[src/rtl/id_ex_stage.sv]
// id_ex_stage: ID/EX pipeline register feeding the 16-bit alu, with flush/hold/load-use bubbles.
// Build macro FORWARDING_EN enables the EX/MEM > MEM/WB bypass; without it every RAW hazard stalls.
module id_ex_stage #(
    parameter int WORD   = 16,
    parameter int REGIDX = 2
) (
    input  logic              clk,
    input  logic              reset_n,

    input  logic              id_valid,
    input  logic [REGIDX-1:0] id_rs,
    input  logic [REGIDX-1:0] id_rt,
    input  logic              id_use_rs,
    input  logic              id_use_rt,
    input  logic [WORD-1:0]   id_rs_data,
    input  logic [WORD-1:0]   id_rt_data,
    input  logic [WORD-1:0]   id_imm,
    input  logic              id_alu_src,
    input  logic [2:0]        id_func_code,
    input  logic [1:0]        id_branch_type,
    input  logic              id_is_branch,
    input  logic              id_mem_read,
    input  logic              id_mem_write,
    input  logic              id_reg_write,
    input  logic [REGIDX-1:0] id_dest,

    input  logic              flush,
    input  logic              hold,

    input  logic              exm_reg_write,
    input  logic              wb_reg_write,
    input  logic [REGIDX-1:0] exm_dest,
    input  logic [REGIDX-1:0] wb_dest,
    input  logic [WORD-1:0]   exm_value,
    input  logic [WORD-1:0]   wb_value,

    output logic              stall_req,
    output logic [WORD-1:0]   alu_a,
    output logic [WORD-1:0]   alu_b,
    output logic [2:0]        alu_func_code,
    output logic [1:0]        alu_branch_type,
    output logic              ex_valid,
    output logic              ex_is_branch,
    output logic              ex_mem_read,
    output logic              ex_mem_write,
    output logic              ex_reg_write,
    output logic [REGIDX-1:0] ex_dest,
    output logic [WORD-1:0]   ex_store_data
);

    localparam logic [2:0] FUNC_ADD  = 3'b000;
    localparam logic [1:0] BRANCH_NE = 2'b00;

    typedef struct packed {
        logic              valid;
        logic              is_branch;
        logic              mem_read;
        logic              mem_write;
        logic              reg_write;
        logic              use_rs;
        logic              use_rt;
        logic              alu_src;
        logic [REGIDX-1:0] rs;
        logic [REGIDX-1:0] rt;
        logic [REGIDX-1:0] dest;
        logic [2:0]        func_code;
        logic [1:0]        branch_type;
        logic [WORD-1:0]   rs_data;
        logic [WORD-1:0]   rt_data;
        logic [WORD-1:0]   imm;
    } ex_state_t;

    ex_state_t       state_q;
    ex_state_t       state_d;
    logic            load_use;
    logic [WORD-1:0] fwd_rs;
    logic [WORD-1:0] fwd_rt;

    // A bubble keeps its data but reads as a harmless ADD with no side effects.
    function automatic ex_state_t make_bubble(input ex_state_t s);
        ex_state_t b;
        b             = s;
        b.valid       = 1'b0;
        b.is_branch   = 1'b0;
        b.mem_read    = 1'b0;
        b.mem_write   = 1'b0;
        b.reg_write   = 1'b0;
        b.use_rs      = 1'b0;
        b.use_rt      = 1'b0;
        b.func_code   = FUNC_ADD;
        b.branch_type = BRANCH_NE;
        return b;
    endfunction

    always_comb begin
        load_use = id_valid && state_q.valid && state_q.mem_read &&
                   ((id_use_rs && (id_rs == state_q.dest)) ||
                    (id_use_rt && (id_rt == state_q.dest)));
    end

`ifdef FORWARDING_EN
    always_comb begin
        fwd_rs = state_q.rs_data;
        if (state_q.use_rs && exm_reg_write && (exm_dest == state_q.rs)) begin
            fwd_rs = exm_value;
        end else if (state_q.use_rs && wb_reg_write && (wb_dest == state_q.rs)) begin
            fwd_rs = wb_value;
        end

        fwd_rt = state_q.rt_data;
        if (state_q.use_rt && exm_reg_write && (exm_dest == state_q.rt)) begin
            fwd_rt = exm_value;
        end else if (state_q.use_rt && wb_reg_write && (wb_dest == state_q.rt)) begin
            fwd_rt = wb_value;
        end

        stall_req = load_use;
    end
`else
    logic rs_pending;
    logic rt_pending;
    logic unused_fwd_inputs;

    // Results still in EX or EX/MEM are not yet in the register file; WB is covered by write-before-read.
    always_comb begin
        rs_pending = (state_q.valid && state_q.reg_write && (state_q.dest == id_rs)) ||
                     (exm_reg_write && (exm_dest == id_rs));
        rt_pending = (state_q.valid && state_q.reg_write && (state_q.dest == id_rt)) ||
                     (exm_reg_write && (exm_dest == id_rt));
        fwd_rs     = state_q.rs_data;
        fwd_rt     = state_q.rt_data;
        stall_req  = load_use ||
                     (id_valid && ((id_use_rs && rs_pending) || (id_use_rt && rt_pending)));
        unused_fwd_inputs = ^{exm_value, state_q.use_rs, state_q.use_rt};
    end
`endif

    always_comb begin
        state_d = state_q;
        if (flush) begin
            state_d = make_bubble(state_q);
        end else if (hold) begin
            // A writeback retiring while frozen would otherwise be lost to this instruction.
            if (wb_reg_write && (wb_dest == state_q.rs)) begin
                state_d.rs_data = wb_value;
            end
            if (wb_reg_write && (wb_dest == state_q.rt)) begin
                state_d.rt_data = wb_value;
            end
        end else if (stall_req) begin
            state_d = make_bubble(state_q);
        end else begin
            state_d.valid       = id_valid;
            state_d.is_branch   = id_valid && id_is_branch;
            state_d.mem_read    = id_valid && id_mem_read;
            state_d.mem_write   = id_valid && id_mem_write;
            state_d.reg_write   = id_valid && id_reg_write;
            state_d.use_rs      = id_valid && id_use_rs;
            state_d.use_rt      = id_valid && id_use_rt;
            state_d.alu_src     = id_alu_src;
            state_d.rs          = id_rs;
            state_d.rt          = id_rt;
            state_d.dest        = id_dest;
            state_d.func_code   = id_valid ? id_func_code : FUNC_ADD;
            state_d.branch_type = id_valid ? id_branch_type : BRANCH_NE;
            state_d.rs_data     = id_rs_data;
            state_d.rt_data     = id_rt_data;
            state_d.imm         = id_imm;
        end
    end

    always_ff @(posedge clk or negedge reset_n) begin
        if (!reset_n) begin
            state_q <= make_bubble(ex_state_t'('0));
        end else begin
            state_q <= state_d;
        end
    end

    always_comb begin
        alu_a           = fwd_rs;
        alu_b           = state_q.alu_src ? state_q.imm : fwd_rt;
        ex_store_data   = fwd_rt;
        alu_func_code   = state_q.func_code;
        alu_branch_type = state_q.branch_type;
        ex_valid        = state_q.valid;
        ex_is_branch    = state_q.is_branch;
        ex_mem_read     = state_q.mem_read;
        ex_mem_write    = state_q.mem_write;
        ex_reg_write    = state_q.reg_write;
        ex_dest         = state_q.dest;
    end

endmodule

[config.mk]
export PLATFORM = sky130hd
export DESIGN_NAME = id_ex_stage
export DESIGN_NICKNAME = d
export VERILOG_FILES = /design/src/rtl/id_ex_stage.sv
export SDC_FILE = /design/constraint.sdc
export NUM_CORES = 1
export LEC_CHECK = 0
export BUFFER_PORTS_ARGS = -buffer_cell sky130_fd_sc_hd__buf_2
export CAP_MARGIN = 20
export CORE_ASPECT_RATIO = 0.6
export CORE_MARGIN = 2
export CORE_UTILIZATION = 50
export DETAILED_ROUTE_END_ITERATION = 12
export PLACE_DENSITY = 0.88
export SYNTH_ARGS = -nofsm -noshare
export SYNTH_HDL_FRONTEND = slang
export SYNTH_SLANG_ARGS = --single-unit
[constraint.sdc]
create_clock -name clk -period 5.2 [get_ports clk]
set_input_delay 0.52 -clock clk [delete_from_list [all_inputs] [get_ports clk]]
set_output_delay 0.52 -clock clk [all_outputs]
set_load 0.005 [all_outputs]
**Yosys cells after proc, flatten, opt, wreduce, memory -nomap -nowiden**

Cells that the tools add are included.

- Register bits: 65
- Input bits: 109
- Output and inout bits: 61
- Logic and storage cells: 68

- Eq/ne operators: 12
- Mux-type cells: 10
- Bitwise operators: 3
- Reduce and logical (&&, ||, !) cells: 29

Operators with widths:

| operator | count |
|---|---|
| $mux W67 | 2 |
| $mux W16 | 4 |
| $mux W32 | 1 |
| $logic_and A1 B1 Y1 | 21 |
| $mux W19 | 1 |
| $eq A2 B2 Y1 | 8 |
| $reduce_and A3 Y1 | 3 |
| $logic_or A1 B1 Y1 | 5 |
| $ne A2 B1 Y1 const B | 2 |
| $ne A2 B2 Y1 const B | 2 |
| $mux W3 | 1 |
| $not A1 Y1 | 3 |
| $mux W2 | 1 |

**Logic depth before layout (Yosys ltp)**

- Depth in word-level cells: 10
- Mapped depth: 8

**Worst setup path after synthesis**

No wires, ideal clock.

- Kind: input-to-reg
- From: in hold
- To: reg state_q, in the netlist alu_a[10]
- Setup time: 0.125 ns
- Data arrival time: 1.938 ns
- Path slack: 3.137 ns
- Stages on the path: 6
- Buffers on the path: 2
- Cell sequence: buf_2 -> nand2_1 -> or4_1 -> o21ai_2 -> buf_4 -> mux2_2

- Cells in the longest elaborated chain, start to end: 2

Ends and longest elaborated chain:

| what | RTL line | source |
|---|---|---|
| start: declaration | 28 | `input logic hold,` |
| $ne A2 B1 Y1 (no source line) / $ne A2 B2 Y1 (equally long branches) | -- |  |
| $reduce_and A3 Y1 (no source line) | -- |  |
| end signal: assignment | 174 | `state_q <= make_bubble(ex_state_t'('0));` |
| end signal: assignment | 176 | `state_q <= state_d;` |
| end: declaration | 73 | `ex_state_t state_q;` |

Parallel ways exist; a longest one is shown, timed or not.
A chain may end at the register's enable or synchronous reset.

**Worst setup path in the final report**

- From: in id_rt[1]
- To: out stall_req

- Cells in the longest elaborated chain, start to end: 7

Ends and longest elaborated chain:

| what | RTL line | source |
|---|---|---|
| start: declaration | 12 | `input logic [REGIDX-1:0] id_rt,` |
| $eq A2 B2 Y1 (on tied branches) | 98, 128, 129 |  |
| $logic_and A1 B1 Y1 (on tied branches) | 128, 129 |  |
| $logic_or A1 B1 Y1 | 128 | `rt_pending = (state_q.valid && state_q.reg_write && (state_q.dest == id_rt)) \|\|` |
| $logic_and A1 B1 Y1 | 133 | `(id_valid && ((id_use_rs && rs_pending) \|\| (id_use_rt && rt_pending)));` |
| $logic_or A1 B1 Y1 | 133 |  |
| $logic_and A1 B1 Y1 | 133 |  |
| $logic_or A1 B1 Y1 (*) | 132 | `stall_req = load_use \|\|` |
| end: declaration | 37 | `output logic stall_req,` |

Mark *: on every way between the ends. The rest lies on a longest branch, timed or not.

==> results.yml <==
floorplanning:
  die-area_um2: 8318
  pin_count: 170
  num_rows: 24
  fp.coreArea_um2: 7297
  start_util_pct: 51.95
  fp.dieW_um: 116.4
  die_y_um: 71.45
power:
  leakage_nw: 2.101
  p_comb_share_pct: 25.0
  clockPowerShare_pct: 32.3
  sw_frac_of_total_pct: 28.24
  power.internal_mw: 1.140
  p_sw_mw: 0.4487
  p_per_area_nw_per_um2: 350.4
  seqPwrFrac_pct: 42.7
  irDropWorstVdd_v: 0.0002847
routing:
  drt_iter0_markers: 213
  routed_wl_um: 10170
  first_pass_iters: 4
  dr_total_vias: 3117
  drc_errors: 0
  ant_nets: 0
  via_per_inst: 5.637
  wl_per_cell_um: 18.40
clock_tree:
  cts_root_buf: "clkbuf_16"
  cts_setup_buffers: 0
  holdBufCountCts: 0
  htree_levels: 3
  clock-sinks: 65
  cts_buffers: 9
  clock_path_buffers: 2
  ctsResizeCount: 0
  clk_latency_ns: 0.32
  cts_tree: "done"
  clk_pin_slew_ns: 0.05
sta:
  fmax_ghz: 0.3844
  rsz0062_at_grt: "no"
  tightest_slew_ns: 1.055
  fin_skew_ns: 0.006299
  drv_slew: 0
  setup_violations: 0
  fin_crit_ns: 2.602
  period_share_pct: 50.03
  hold_viol: 0
  slew-limit-headroom_pct: 29.53
  totalNegativeSetupSlack_ns: 0
global_route:
  grt_max_degree: 66
  grt_pass1_vias: 3085
  grt_antenna_before_repair: 0
  overflow: 0
  track_usage_pct: 25.24
  grt_pass1_wl_um: 15840
place:
  io_buffer_count: 153
  place_area_um2: 4290
  hpwlAfterDp_um: 7252
  gp_congestion: 0.7855
setup_path:
  path_class: "in2out"
  cpMostUsedCell: "buf_2"
  rr_worst_depth: 6
  slowest_stage: "nor2_4"
  cp.arrival_ns: 2.08
  max_stage_delay_ns: 0.83
  cp_top_family: "simple AND/OR/NAND/NOR gates"
  r2r-end: "ex_store_data[1]$_DFFE_PN0P_"
  crit_chain: "buf_2 -> xor2_1 -> a211oi_2 -> nor2_4 -> nand3_1 -> buf_2"
  cp.required_ns: 4.68
  crit_buf_inv: 2
  reg2reg_from: "ex_mem_read$_DFFE_PN0P_"
  startpoint: "id_rt[1]"
  crit_path_end_kind: "output port"
  critPathLaunchType: "input port"
  r2r_setup_slack_ns: 2.81
  worstPathMaxFanout: 44
synth:
  synth_flop_cell: "dfrtp_1"
  syn_area_per_cell_um2: 10.93
  synth-edff-count: 0
  yosysWarningCount: 0
  yosysSeqAreaShare_pct: 42.90
  synth.distinct_cells: 29
  synthCells: 347
  ys_seq_elements: 65
  synth_nets: 456
  syn_area_um2: 3791
  async_flop_share_pct: 100.0
layout:
  n_antenna_cell: 0
  area_growth_pct: 19.64
  drive_gt1_share_pct: 45.88
  fin_area_um2: 4536
  nets: 555
  num-fill-cells: 627
worst_hold_path:
  min-delay-path-class: "in2async"
run_status:
  status: "complete, no violations"
flow_run:
  maxCapViolCount: 0
## layout make-up
cell class	instances	area [µm²]	area share, %
Multi-Input combinational cell	213	1738	38.32
Sequential cell	65	1627	35.86
Timing Repair Buffer	157	795.8	17.54
Clock buffer	13	240.2	5.297
Tap cell	104	130.1	2.869
Clock inverter	1	5.005	0.1103
## worst register-to-register path: cells and delay by family (launching register included)
family / cells / cell delay, ns
AOI/OAI and AO/OA: 2 / 0.47
buffers and inverters: 1 / 0.43
DFF: 1 / 0.39
and+or+nand+nor: 3 / 1.03
## sequential cells by signal, indices dropped and copies added (netlist names)
name / cells
state_q: 21
ex_dest: 2
ex_reg_write: 1
ex_store_data: 16
ex_mem_write: 1
alu_a: 16
ex_valid: 1
ex_is_branch: 1
alu_func_code: 3
ex_mem_read: 1
alu_branch_type: 2
## how the worst max path moves through the flow
stage	end	slack, ns	cells after the start
2_1_floorplan	alu_a[10]$_DFFE_PN0P_	3.14	6
3_3_place_gp	alu_a[10]$_DFFE_PN0P_	2.51	5
3_5_place_dp	alu_a[11]$_DFFE_PN0P_	2.41	5
4_1_cts	stall_req	2.62	6
5_1_grt	stall_req	2.55	6
6_report	stall_req	2.60	6
## per-layer routing
metal	track usage, %	part of all wire, %	up-vias
li1	-	-	1454
met1	36.57	46	1528
met2	37.34	45	133
met3	8.545	9.1	2
met4	4.762	0.24	0
met5	0	0	-
## stage by stage
stage	util [%]	std cells	setup slack, ns	total power, mW	hold WS, ns
2_1_floorplan	-	347	3.137	0.9708	0.2244
3_3_place_gp	58.80	539	2.512	1.065	0.4610
3_5_place_dp	58.80	539	2.408	1.086	0.4729
4_1_cts	62.16	553	2.620	1.610	0.4010
5_1_grt	62.16	553	2.549	1.680	0.4028
6_report	62.16	553	2.598	1.589	0.3742
## power groups by stage
stage | Clock, mW | Sequential [mW] | Combinational [mW]
2_1_floorplan | 0 | 0.653 | 0.318
3_3_place_gp | 0 | 0.678 | 0.387
3_5_place_dp | 0 | 0.686 | 0.400
4_1_cts | 0.529 | 0.679 | 0.402
5_1_grt | 0.550 | 0.692 | 0.437
6_report | 0.513 | 0.679 | 0.397
## synthesized netlist by cell type (10+ instances only)
| cell type | count | area [µm²] |
|---|---|---|
| a21oi_1 | 41 | 205.2 |
| a32o_1 | 16 | 160.2 |
| buf_2 | 10 | 50.05 |
| buf_4 | 40 | 300.3 |
| clkbuf_1 | 15 | 56.30 |
| dfrtp_1 | 65 | 1627 |
| mux2_1 | 23 | 259.0 |
| mux2_2 | 32 | 360.4 |
| nand2_1 | 12 | 45.04 |
| nand4_1 | 11 | 68.82 |
| nand4b_1 | 16 | 140.1 |
| nor2b_1 | 16 | 100.1 |
| o311a_1 | 16 | 160.2 |
## logic make-up after synthesis
family | after synthesis | share of synthesized area (%)
buf+inv | 69 | 11.52
xor+xnor | 10 | 2.310
simple gates | 70 | 11.68
flops | 65 | 42.90
compound gates | 78 | 15.25
mux | 55 | 16.34
## layout by cell type (no fill, tap or decap)
cell type and n:
buf_2 153, dfrtp_1 65, a21oi_1 41, mux2_2 32, mux2_1 23, a32o_1 16
nand4b_1 16, nor2b_1 16, o311a_1 16, nand2_1 12, nand4_1 11, clkbuf_16 9
xor2_1 6, xnor2_1 4, nand3_1 4, clkbuf_1 4, buf_4 4, or2_1 3
a211oi_2 2, nor2_1 2, o211a_1 1, nor2_4 1, and3b_1 1, or4_1 1
o21ai_2 1, nor2_2 1, and2_4 1, nor3_2 1, a32oi_1 1, clkinv_2 1
Power figures use the tool's default switching activity.
